## config.mk

```make
export PLATFORM = sky130hd
export DESIGN_NAME = stream_bram_writer
export DESIGN_NICKNAME = d
export VERILOG_FILES = /design/src/rtl/stream_bram_writer_pkg.sv /design/src/rtl/stream_bram_writer.sv
export SDC_FILE = /design/constraint.sdc
export NUM_CORES = 1
export LEC_CHECK = 0
export ABC_AREA = 1
export CAP_MARGIN = 40
export CORE_MARGIN = 8
export CORE_UTILIZATION = 30
export CTS_CLUSTER_SIZE = 14
export DETAILED_ROUTE_END_ITERATION = 16
export PLACE_DENSITY = 0.55
export SLEW_MARGIN = 5
export SYNTH_ARGS = -nofsm -noshare
export SYNTH_HDL_FRONTEND = slang
export SYNTH_SLANG_ARGS = --single-unit
export TNS_END_PERCENT = 50
```

## constraint.sdc

```tcl
create_clock -name fsm_clk -period 4.8 [get_ports fsm_clk]
set_input_delay 1.44 -clock fsm_clk [delete_from_list [all_inputs] [get_ports fsm_clk]]
set_output_delay 1.44 -clock fsm_clk [all_outputs]
set_load 0.02 [all_outputs]
```

## src/rtl/stream_bram_writer_pkg.sv

```systemverilog
// ---------------------------------------------------------------------------
// stream_bram_writer_pkg
// Shared types and constants for the AXI-Stream to BRAM writer.
//   state_t      : control FSM states (IDLE, RUN, DONE, ERR)
//   ERR_*        : values reported on error_code
// ---------------------------------------------------------------------------
package stream_bram_writer_pkg;

  typedef enum logic [1:0] {
    IDLE = 2'd0,
    RUN  = 2'd1,
    DONE = 2'd2,
    ERR  = 2'd3
  } state_t;

  localparam logic [1:0] ERR_TIMEOUT     = 2'd0;
  localparam logic [1:0] ERR_ZERO_SIZE   = 2'd1;
  localparam logic [1:0] ERR_NO_TLAST    = 2'd2;
  localparam logic [1:0] ERR_EARLY_TLAST = 2'd3;

endpackage

```

## src/rtl/stream_bram_writer.sv

```systemverilog
// ---------------------------------------------------------------------------
// stream_bram_writer
// Accepts one AXI-Stream channel and writes each beat to consecutive BRAM
// addresses, sequenced by a small control FSM.
//
// Optional feature: define STREAM_BRAM_WRITER_TIMEOUT_EN to enable a RUN-state
// watchdog that ends the run with error_code=ERR_TIMEOUT after TIMEOUT_CYCLES
// consecutive cycles without a handshake.
//
// Ports:
//   fsm_clk, rst_n         : clock, asynchronous active-low reset
//   operation_start        : single-cycle start request (honoured in IDLE only)
//   base_addr, data_size   : run parameters, sampled on an accepted start
//   operation_busy         : high in RUN, DONE and ERR
//   operation_complete     : one-cycle pulse on a successful run
//   operation_error        : one-cycle pulse on a failed run
//   error_code             : cause of the last error, held until next start
//   s_axis_*               : stream input (tready depends on state only)
//   bram_*                 : registered BRAM write port, 1 cycle after handshake
//
// Handshake: a beat transfers in a cycle where s_axis_tvalid and s_axis_tready
// are both high at the rising edge; tvalid never influences tready.
// ---------------------------------------------------------------------------
module stream_bram_writer
  import stream_bram_writer_pkg::*;
#(
  parameter int DATA_WIDTH     = 16,
  parameter int ADDR_WIDTH     = 32,
  parameter int BYTE_ADDR      = 1,
  parameter int TIMEOUT_CYCLES = 1024
) (
  input  logic                    fsm_clk,
  input  logic                    rst_n,
  input  logic                    operation_start,
  input  logic [ADDR_WIDTH-1:0]   base_addr,
  input  logic [ADDR_WIDTH:0]     data_size,
  output logic                    operation_busy,
  output logic                    operation_complete,
  output logic                    operation_error,
  output logic [1:0]              error_code,
  input  logic [DATA_WIDTH-1:0]   s_axis_tdata,
  input  logic                    s_axis_tvalid,
  output logic                    s_axis_tready,
  input  logic                    s_axis_tlast,
  output logic                    bram_en,
  output logic [DATA_WIDTH/8-1:0] bram_we,
  output logic [ADDR_WIDTH-1:0]   bram_addr,
  output logic [DATA_WIDTH-1:0]   bram_wrdata
);

  localparam int BYTES = DATA_WIDTH / 8;
  localparam logic [ADDR_WIDTH-1:0] STEP =
    (BYTE_ADDR != 0) ? ADDR_WIDTH'(BYTES) : ADDR_WIDTH'(1);
  localparam logic [ADDR_WIDTH:0] CNT_ONE = (ADDR_WIDTH+1)'(1);

  state_t                state_q, state_d;
  logic [ADDR_WIDTH:0]   cnt_q, cnt_d;
  logic [ADDR_WIDTH:0]   size_q, size_d;
  // addr_q always holds base_addr + cnt_q*STEP, kept incrementally so no
  // multiplier is needed; wrap-around is natural ADDR_WIDTH arithmetic.
  logic [ADDR_WIDTH-1:0] addr_q, addr_d;
  logic [1:0]            code_q, code_d;
  logic                  handshake;
  logic                  last_beat;
  logic                  timeout;

  assign s_axis_tready      = (state_q == RUN);
  assign handshake          = s_axis_tvalid && s_axis_tready;
  assign last_beat          = (cnt_q == (size_q - CNT_ONE));
  assign operation_busy     = (state_q != IDLE);
  assign operation_complete = (state_q == DONE);
  assign operation_error    = (state_q == ERR);
  assign error_code         = code_q;

`ifdef STREAM_BRAM_WRITER_TIMEOUT_EN
  localparam int WD_W = $clog2(TIMEOUT_CYCLES + 1);
  logic [WD_W-1:0] wd_q;

  // Counts consecutive RUN cycles without a handshake.
  always_ff @(posedge fsm_clk or negedge rst_n) begin
    if (!rst_n) begin
      wd_q <= '0;
    end else if ((state_q != RUN) || handshake) begin
      wd_q <= '0;
    end else begin
      wd_q <= wd_q + WD_W'(1);
    end
  end

  // Fires on the idle cycle that brings the count to TIMEOUT_CYCLES.
  assign timeout = (state_q == RUN) && !handshake &&
                   (wd_q == WD_W'(TIMEOUT_CYCLES - 1));
`else
  assign timeout = 1'b0;
`endif

  // State and run-context registers.
  always_ff @(posedge fsm_clk or negedge rst_n) begin
    if (!rst_n) begin
      state_q <= IDLE;
      cnt_q   <= '0;
      size_q  <= '0;
      addr_q  <= '0;
      code_q  <= ERR_TIMEOUT;
    end else begin
      state_q <= state_d;
      cnt_q   <= cnt_d;
      size_q  <= size_d;
      addr_q  <= addr_d;
      code_q  <= code_d;
    end
  end

  // Next-state logic.
  always_comb begin
    state_d = state_q;
    cnt_d   = cnt_q;
    size_d  = size_q;
    addr_d  = addr_q;
    code_d  = code_q;
    case (state_q)
      IDLE: begin
        if (operation_start) begin
          if (data_size == '0) begin
            code_d  = ERR_ZERO_SIZE;
            state_d = ERR;
          end else begin
            size_d  = data_size;
            addr_d  = base_addr;
            cnt_d   = '0;
            code_d  = ERR_TIMEOUT;
            state_d = RUN;
          end
        end
      end
      RUN: begin
        if (handshake) begin
          cnt_d  = cnt_q + CNT_ONE;
          addr_d = addr_q + STEP;
          if (last_beat) begin
            if (s_axis_tlast) begin
              state_d = DONE;
            end else begin
              code_d  = ERR_NO_TLAST;
              state_d = ERR;
            end
          end else if (s_axis_tlast) begin
            code_d  = ERR_EARLY_TLAST;
            state_d = ERR;
          end
        end else if (timeout) begin
          code_d  = ERR_TIMEOUT;
          state_d = ERR;
        end
      end
      DONE:    state_d = IDLE;
      ERR:     state_d = IDLE;
      default: state_d = IDLE;
    endcase
  end

  // BRAM write register: every handshake becomes exactly one write in the
  // following cycle; the async reset discards a write that is in flight.
  always_ff @(posedge fsm_clk or negedge rst_n) begin
    if (!rst_n) begin
      bram_en     <= 1'b0;
      bram_we     <= '0;
      bram_addr   <= '0;
      bram_wrdata <= '0;
    end else begin
      bram_en <= handshake;
      bram_we <= handshake ? {BYTES{1'b1}} : '0;
      if (handshake) begin
        bram_addr   <= addr_q;
        bram_wrdata <= s_axis_tdata;
      end
    end
  end

endmodule

```

# Word level (Yosys, flattened, before mapping)
# Index checks and enable logic that the tools add are counted.
classes:
  add_sub_neg: 3
  eq_ne: 9
  n_mux: 22
  bitwise: 1
  n_reduce_logical: 10
ops:
  columns: ["cell", "count"]
  rows:
  - ["2-to-1 mux 33 bit", 3]
  - ["2-to-1 mux 32 bit", 3]
  - ["case mux 33 bit (2 select lines)", 1]
  - ["case mux 32 bit (2 select lines)", 1]
  - ["adder 33 x 1 -> 33 bit (second input constant)", 1]
  - ["== test 33 bit", 1]
  - ["logical NOT 33 bit", 1]
  - ["subtractor 33 x 1 -> 33 bit (second input constant)", 1]
  - ["adder 32 x 2 -> 32 bit (second input constant)", 1]
  - ["2-to-1 mux 2 bit", 10]
  - ["case mux 2 bit (3 select lines)", 1]
  - ["AND reduction 3 bit", 2]
  - ["AND reduction 5 bit", 1]
  - ["== test 2 bit (second input constant)", 2]
  - ["inequality test 2 bit (second input constant)", 2]
  - ["case mux 2 bit (2 select lines)", 1]
  - ["AND reduction 4 bit", 1]
  - ["nonzero test 2 bit", 2]
  - ["inequality test 3 x 1 -> 1 bit (second input constant)", 1]
  - ["inequality test 3 bit (second input constant)", 1]
  - ["== test 2 x 1 -> 1 bit (second input constant)", 1]
  - ["logical NOT 2 bit", 1]
  - ["2-to-1 mux 1 bit", 2]
  - ["inequality test 2 x 1 -> 1 bit (second input constant)", 1]
  - ["3 further kinds", 3]
totals:
  regBits: 153
  inputBits: 86

# Depth between registers and ports, before layout
# Gate-level depths: netlist of the first run.
logic_depth:
  word_depth: 5
  ltp_mapped: 21
  depth_no_buf: 21

# Least setup slack after synthesis of the first run
# OpenSTA, ideal clock, no wires.
synth_path:
  path_type: "input to register"
  startpoint: "input port data_size[11]"
  endpoint: "register size_q[14]"
  arrival_time_ps: 2842
  setup_slack_ps: 1893
  path_stages: 11
  cell_sequence: "nor4_1 > nand3_1 > nor2_1 > nand3_1 > nand2_2 > nor2_2 > inv_2 > buf_2 > buf_1 > nand2_1 > nand2_1"
synth_between:
  elab_chain_len: 3
synth_lines:
  columns: ["element", "line", "rtl"]
  rows:
  - ["start, declared", "stream_bram_writer.sv:36", "input logic [ADDR_WIDTH:0] data_size,"]
  - ["logical NOT 33 bit", "stream_bram_writer.sv:124", "if (data_size == '0) begin"]
  - ["NOT 1 bit (no line)", null, null]
  - ["AND reduction 3 bit (no line)", null, null]
  - ["end signal, assigned", "stream_bram_writer.sv:108", "size_q <= size_d;"]
  - ["end, declared", "stream_bram_writer.sv:58", "logic [ADDR_WIDTH:0] size_q, size_d;"]
# Every way passes these cells.
# A chain may end at the register's enable or synchronous reset.

# Worst setup path after layout of the first run
layout_path:
  startpoint: "input port data_size[11]"
  endpoint: "register cnt_q[12]"
layout_between:
  elab_chain_len: 3
layout_lines:
  columns: ["element", "line", "rtl"]
  rows:
  - ["logical NOT 33 bit", "stream_bram_writer.sv:124", null]
  - ["inequality test 2 bit (no line)", null, null]
  - ["AND reduction 4 bit (no line)", null, null]
  - ["end signal, assigned", "stream_bram_writer.sv:107", "cnt_q <= cnt_d;"]
  - ["end, declared", "stream_bram_writer.sv:57", "logic [ADDR_WIDTH:0] cnt_q, cnt_d;"]
# Every way passes these cells.

==> out/metrics.cfg, run 1 <==
[outcome]
status=finished clean

[yosys]
synthDistinctLibCells=45
avgSynthCellArea_um2=7.32
synthFlopType=dfrtp_1
syn_nets=1313
ys_seq_area_share_pct=42.2
synth_cells=1224
yosys_warnings=0
yosys.area.top_type=dfrtp_1
ys_ff_latch=151
synth_edf_count=0
synth_top_area_share_pct=42.2
yosys-top-cells-area=dfrtp_1, nand2_1, inv_1
async_flop_share_pct=100
syn-cell-area_mm2=0.00896

[place]
gp_congestion=0.910
hpwl_mm=21.2
dpl_cell_area_mm2=0.0108
port_buffers=142

[critical_path]
crit_top_cell=nor2_1
worstReg2RegEnd=addr_q[6]
cp.arrival_ps=3830
critical_path_peak_fanout=15
slowest_stage=clkdlybuf4s50_1
crit_path_end_kind=flop
r2r_slack_ps=1920
rr_worst_depth=8
r2r_start=state_q[0]
cp-start-kind=input port
worstSetupPathType=input port to flop
crit_path_max_incr_delay_ps=420
endpoint=cnt_q[12]
crit_required_ps=5090
startpoint=data_size[11]
crit_chain=clkdlybuf4s50_1, nor4_1, nand3_1, nor2_1, nand3_1, nand2_2, buf_4, nor2_1, nand2_1, nor2_1, a21oi_1, nor3_1

[cts]
clkSinkCount=151
cts_tree=yes
post-cts-setup-buffers=0
numCtsBuffers=17
cts_hold_buffers=0
cts_resized=0
h-tree-depth=4
clk_pin_slew_ps=80
clockRootBuffer=clkbuf_16
clockBufferDepth=2
clk-insertion-delay-late_ps=440

[sta]
fin_crit_ps=3540
report.final.setup_viol=0
worst_slew_pin_slew_ps=819
max_freq_mhz=282
finalHoldViolations=0
hold_slack_ps=479
fin_crit_sh_pct=73.8
worst_clock_skew_ps=17.2
slew_violations=0
setup-tns-final_ps=0
rsz0062_at_grt=false
worst_slew_margin_rel_pct=45.4

[hold_path]
min_path_type=flop to flop
min_path_cells=2

[global_route]
track_usage_pct=15.8
grt-ovfl-total=0
antenna_found_initial=0
grt_max_degree=87
first_global_vias=8420
grt_pass1_wl_mm=45.4

[die]
fp.dieH_um=189
start_util_pct=30.3
rows=63
ios=143
die_area_mm2=0.0356
die_w_um=189
core-area_mm2=0.0296

[power]
clkPwrFrac_pct=20.8
p_leak_uw=0.00508
ir_worst_vdd_v=0.000238
p_int_uw=3790
power_density_mw_per_mm2=603
pwr-share-comb_pct=46.8
seq_power_share_pct=32.3
switching_share_pct=45.0
p_switching_uw=3100

[route]
drc=0
vias=8371
antenna_violating_nets_post_route=0
routed_via_density=4.76
wl_per_cell_um=16.0
firstDrtPassIters=5
drt_wl_total_mm=28.2
drt_iter0_drc=477

[flow_run]
drv_cap=0

[finish]
utilization_pct=38.6
final_area_mm2=0.0114
drive_gt1_share_pct=7.16
area_delta_synth_final_pct=27.5
diodes=0
fin_nets=1446

[routing by layer]
metal	vias to the layer above	part of all wire [%]	track usage [%]
met5	-	0	0
met4	0	1.7	4.42
met3	28	6.1	4.34
met2	210	45	24.9
met1	3910	47	21.0
li1	4223	-	-
[worst min path at each step]
stage	startpoint	to
2_1_floorplan	addr_q[0]	addr_q[0]
3_3_place_gp	bram_wrdata[2]	bram_wrdata[2]
3_5_place_dp	addr_q[0]	addr_q[0]
4_1_cts	bram_wrdata[2]	bram_wrdata[2]
5_1_grt	bram_addr[2]	bram_addr[2]
6_report	bram_wrdata[2]	bram_wrdata[2]
[placed cells by master (no fill, tap or decap), types with 3 or more instances in the layout]
master and n:
o31ai_1 16, o21ai_0 82, nor2_2 10, inv_6 3, nor2_1 113, nor4_1 20
nand2_2 12, nor3_1 33, xor2_1 45, nand3_1 50, a21oi_1 15, buf_4 12
nand3b_1 6, a221oi_1 5, o211ai_1 3, nor2_4 12, clkdlybuf4s50_1 141, clkbuf_16 17
nand3_2 3, o21ai_1 6, xnor2_1 14, nand2_1 392, a31oi_1 3, ha_1 3
inv_2 4, o22ai_1 14, dfrtp_1 151, o221ai_1 4, nor3b_1 3, inv_1 124
nand4_1 22, inv_8 6
[cell families after synthesis]
| family | synth area share (%) |
|---|---|
| simple gates | 34.0 |
| flops | 42.2 |
| fa+ha+maj | 0.419 |
| xor+xnor | 5.77 |
| buf+inv | 7.43 |
| mux | 0.126 |
| compound gates | 10.0 |
[power groups by stage]
stage	clock network, uW	registers [uW]	logic, uW
CTS	1460	2230	3280
finish	1440	2230	3230
global placement	0	2240	3210
detailed placement	0	2240	3270
floorplan	0	2380	1900
global route	1510	2310	3660
[registers in the layout, indices dropped and copies added (netlist names)]
register and cells:
bram_we 1, bram_wrdata 16, cnt_q 33, state_q 2, addr_q 32, size_q 33, bram_addr 32, error_code 2
[cell type report]
| type | count | area [um2] |
|---|---|---|
| repair buffers | 156 | 1550 |
| clock buffers | 17 | 425 |
| flip-flops and latches | 151 | 3780 |
| well taps | 390 | 488 |
| fillers | 3129 | 18100 |
| multi-input cells | 903 | 4520 |
| inverters | 128 | 480 |
| clock inverters | 14 | 178 |
[synth_stat cells (all sizes together), types with 2 or more instances]
| library cell | count |
|---|---|
| nand2 | 406 |
| dfrtp | 151 |
| nor2 | 135 |
| inv | 128 |
| o21ai | 89 |
| nand3 | 55 |
| xor2 | 45 |
| nor3 | 36 |
| clkbuf | 26 |
| nand4 | 22 |
| nor4 | 21 |
| a21oi | 16 |
| buf | 16 |
| o31ai | 16 |
| o22ai | 14 |
| xnor2 | 14 |
| nand3b | 6 |
| a221oi | 5 |
| o221ai | 4 |
| a31oi | 3 |
| ha | 3 |
| nor3b | 3 |
| o211ai | 3 |
| a211oi | 2 |
[metrics by stage]
stage	instances	total power [uW]	setup slack, ps
after global placement	1726	5450	611
after global routing	1759	7480	991
after CTS	1759	6970	1240
after floorplan	1224	4280	1890
final	1759	6890	1260
after detailed placement	1728	5500	796
[worst max-delay path: cells and delay by family]
| family | cells | cell delay (ps) |
|---|---|---|
| and+or+nand+nor | 9 | 1590 |
| buffers and inverters | 2 | 650 |
| AOI/OAI and AO/OA | 1 | 130 |
Power figures use the tool's default switching activity.
==> inputs of run 2 (changes only) <==
==> constraint.sdc (replaced) <==
create_clock -name fsm_clk -period 3.3 [get_ports fsm_clk]
set_input_delay 0.99 -clock fsm_clk [delete_from_list [all_inputs] [get_ports fsm_clk]]
set_output_delay 0.99 -clock fsm_clk [all_outputs]
set_load 0.02 [all_outputs]
==> run 2 against run 1 <==
Compared with the run above: cell area increased by 2.3%; critical path type unchanged; clock-buffer cell count is 1 higher; sequential cell count unchanged.
==> out/metrics.cfg, run 2 (synthesis results as in run 1) <==
[critical_path]
slowest_stage=clkdlybuf4s50_1
worstReg2RegEnd=error_code[0]
cp.arrival_ps=3290
worstSetupPathType=input port to flop
r2r_start=size_q[0]
crit_path_end_kind=flop
crit_path_max_incr_delay_ps=420
crit_family=simple AND/OR/NAND/NOR gates
critical_path_peak_fanout=42
critPathBufInv=5
r2r_slack_ps=600
crit_chain=clkdlybuf4s50_1, nor3_1, buf_4, nand3_1, nor2_1, buf_4, nand3_1, nand2_2, inv_2, buf_12, nand2_1, nand2_1, o21ai_1, o21ai_0
rr_worst_depth=17
crit_required_ps=3630
cp-start-kind=input port

[finish]
diodes=0
utilization_pct=39.5
area_delta_synth_final_pct=30.4
final_cell_mix=nand2_1, dfrtp_1, clkdlybuf4s50_1, inv_1, nor2_1
largestRegisters=cnt_q: 33 flops, size_q: 33 flops
drive_gt1_share_pct=8.55
fin_nets=1467
layout_commonest_cell=nand2_1
final_area_mm2=0.0117

[flow_run]
drv_cap=0

[sta]
worst_slew_pin_slew_ps=661
report.final.setup_viol=0
worst_clock_skew_ps=24.2
finalHoldViolations=0
setup-tns-final_ps=0
max_freq_mhz=337
fin_crit_ps=2960
setup_slack_ps=336
worst_slew_margin_rel_pct=55.5
rsz0062_at_grt=false
slew_violations=0
fin_crit_sh_pct=89.8

[route]
drt_wl_total_mm=28.2
drc=0
firstDrtPassIters=5
drt_iter0_drc=636
routed_via_density=4.73
antenna_violating_nets_post_route=0
wl_per_cell_um=15.8
vias=8428

[die]
die_w_um=189
die_area_mm2=0.0356
rows=63
fp.dieH_um=189
start_util_pct=30.3
core-area_mm2=0.0296
ios=143

[place]
hpwl_mm=21.4
dpl_cell_area_mm2=0.0111
gp_congestion=0.859
post-place-ws_ps=-142
port_buffers=142

[hold_path]
min_to=error_code[1]
hp-start=error_code[1]
min_path_cells=2
min_path_type=flop to flop

[cts]
clkSinkCount=151
cts_hold_buffers=0
clockRootBuffer=clkbuf_16
post-cts-setup-buffers=0
cts_tree=yes
cts_resized=0
clk_pin_slew_ps=70
clockBufferDepth=2
h-tree-depth=4
clk-insertion-delay-late_ps=450
numCtsBuffers=17

[power]
power_density_mw_per_mm2=879
pwr-share-comb_pct=47.9
p_leak_uw=0.00523
ir_worst_vdd_v=0.000510
clkPwrFrac_pct=20.5
seq_power_share_pct=31.6
switching_share_pct=44.1
p_switching_uw=4530
p_int_uw=5730

[global_route]
antenna_found_initial=0
grt-ovfl-total=0
first_global_vias=8594
track_usage_pct=15.9
grt_max_degree=60
grt_pass1_wl_mm=45.7

[outcome]
status=finished clean

## run 2: layer usage
layer	track usage, %	wire, um	vias to the layer above
met4	5.11	526	0
met1	20.5	13000	3902
met5	0	0	-
met2	25.8	12900	214
li1	-	-	4281
met3	4.12	1680	31
## run 2: power by group through the flow
stage	Clock, uW	Combinational (uW)	Sequential, uW
floorplan	0	2760	3460
global placement	0	4900	3250
detailed placement	0	4970	3240
CTS	2160	4990	3240
global route	2230	5510	3360
finish	2110	4920	3240
## run 2: metrics by stage
stage | power (uW) | hold WS (ps) | cells
final | 10300 | 471 | 1781
after global routing | 11100 | 500 | 1781
after CTS | 10400 | 479 | 1781
after detailed placement | 8210 | 463 | 1749
after global placement | 8150 | 461 | 1749
after floorplan | 6220 | 442 | 1224
## run 2: cell type report
type / count / area [um2]
tap: 390 / 488
timing repair buffer: 177 / 1800
clock buffer: 18 / 429
inverter: 128 / 480
fill: 3054 / 17900
sequential: 151 / 3780
multi-input combinational: 903 / 4520
clock inverter: 14 / 185
## run 2: how the worst max path moves through the flow
stage                     depth (start not counted)  slack (ps)    endpoint     startpoint
final                                            14         340  addr_q[31]   data_size[7]
after floorplan                                  11         840  size_q[14]  data_size[11]
after global routing                             14          50  addr_q[31]   data_size[6]
after global placement                           14        -160  addr_q[31]   data_size[6]
after detailed placement                         14        -140  addr_q[31]   data_size[6]
after CTS                                        14         310  addr_q[31]   data_size[6]
## run 2: worst register-to-register path: stages (launching register included)
cell	delay, ps
dfrtp_1	380
inv_1	150
ha_1	300
nand2_4	100
nor2_4	340
nand2_2	140
nor2_1	110
nand2_1	50
nand2_1	70
nand2_1	50
nor2_1	160
nand3_1	160
nor2_2	190
nand2_2	100
nand3_4	100
nand3_4	90
nand2_1	60
nand2_1	50
==> inputs of run 3 (changes only) <==
--- a/config.mk
+++ b/config.mk
@@ -12,6 +12,7 @@
 export CTS_CLUSTER_SIZE = 14
 export DETAILED_ROUTE_END_ITERATION = 16
 export PLACE_DENSITY = 0.55
+export SKIP_CTS_REPAIR_TIMING = 1
 export SLEW_MARGIN = 5
 export SYNTH_ARGS = -nofsm -noshare
 export SYNTH_HDL_FRONTEND = slang
==> results of run 3 <==
No change in the layout: final DEF, timing and power equal those of run 2.
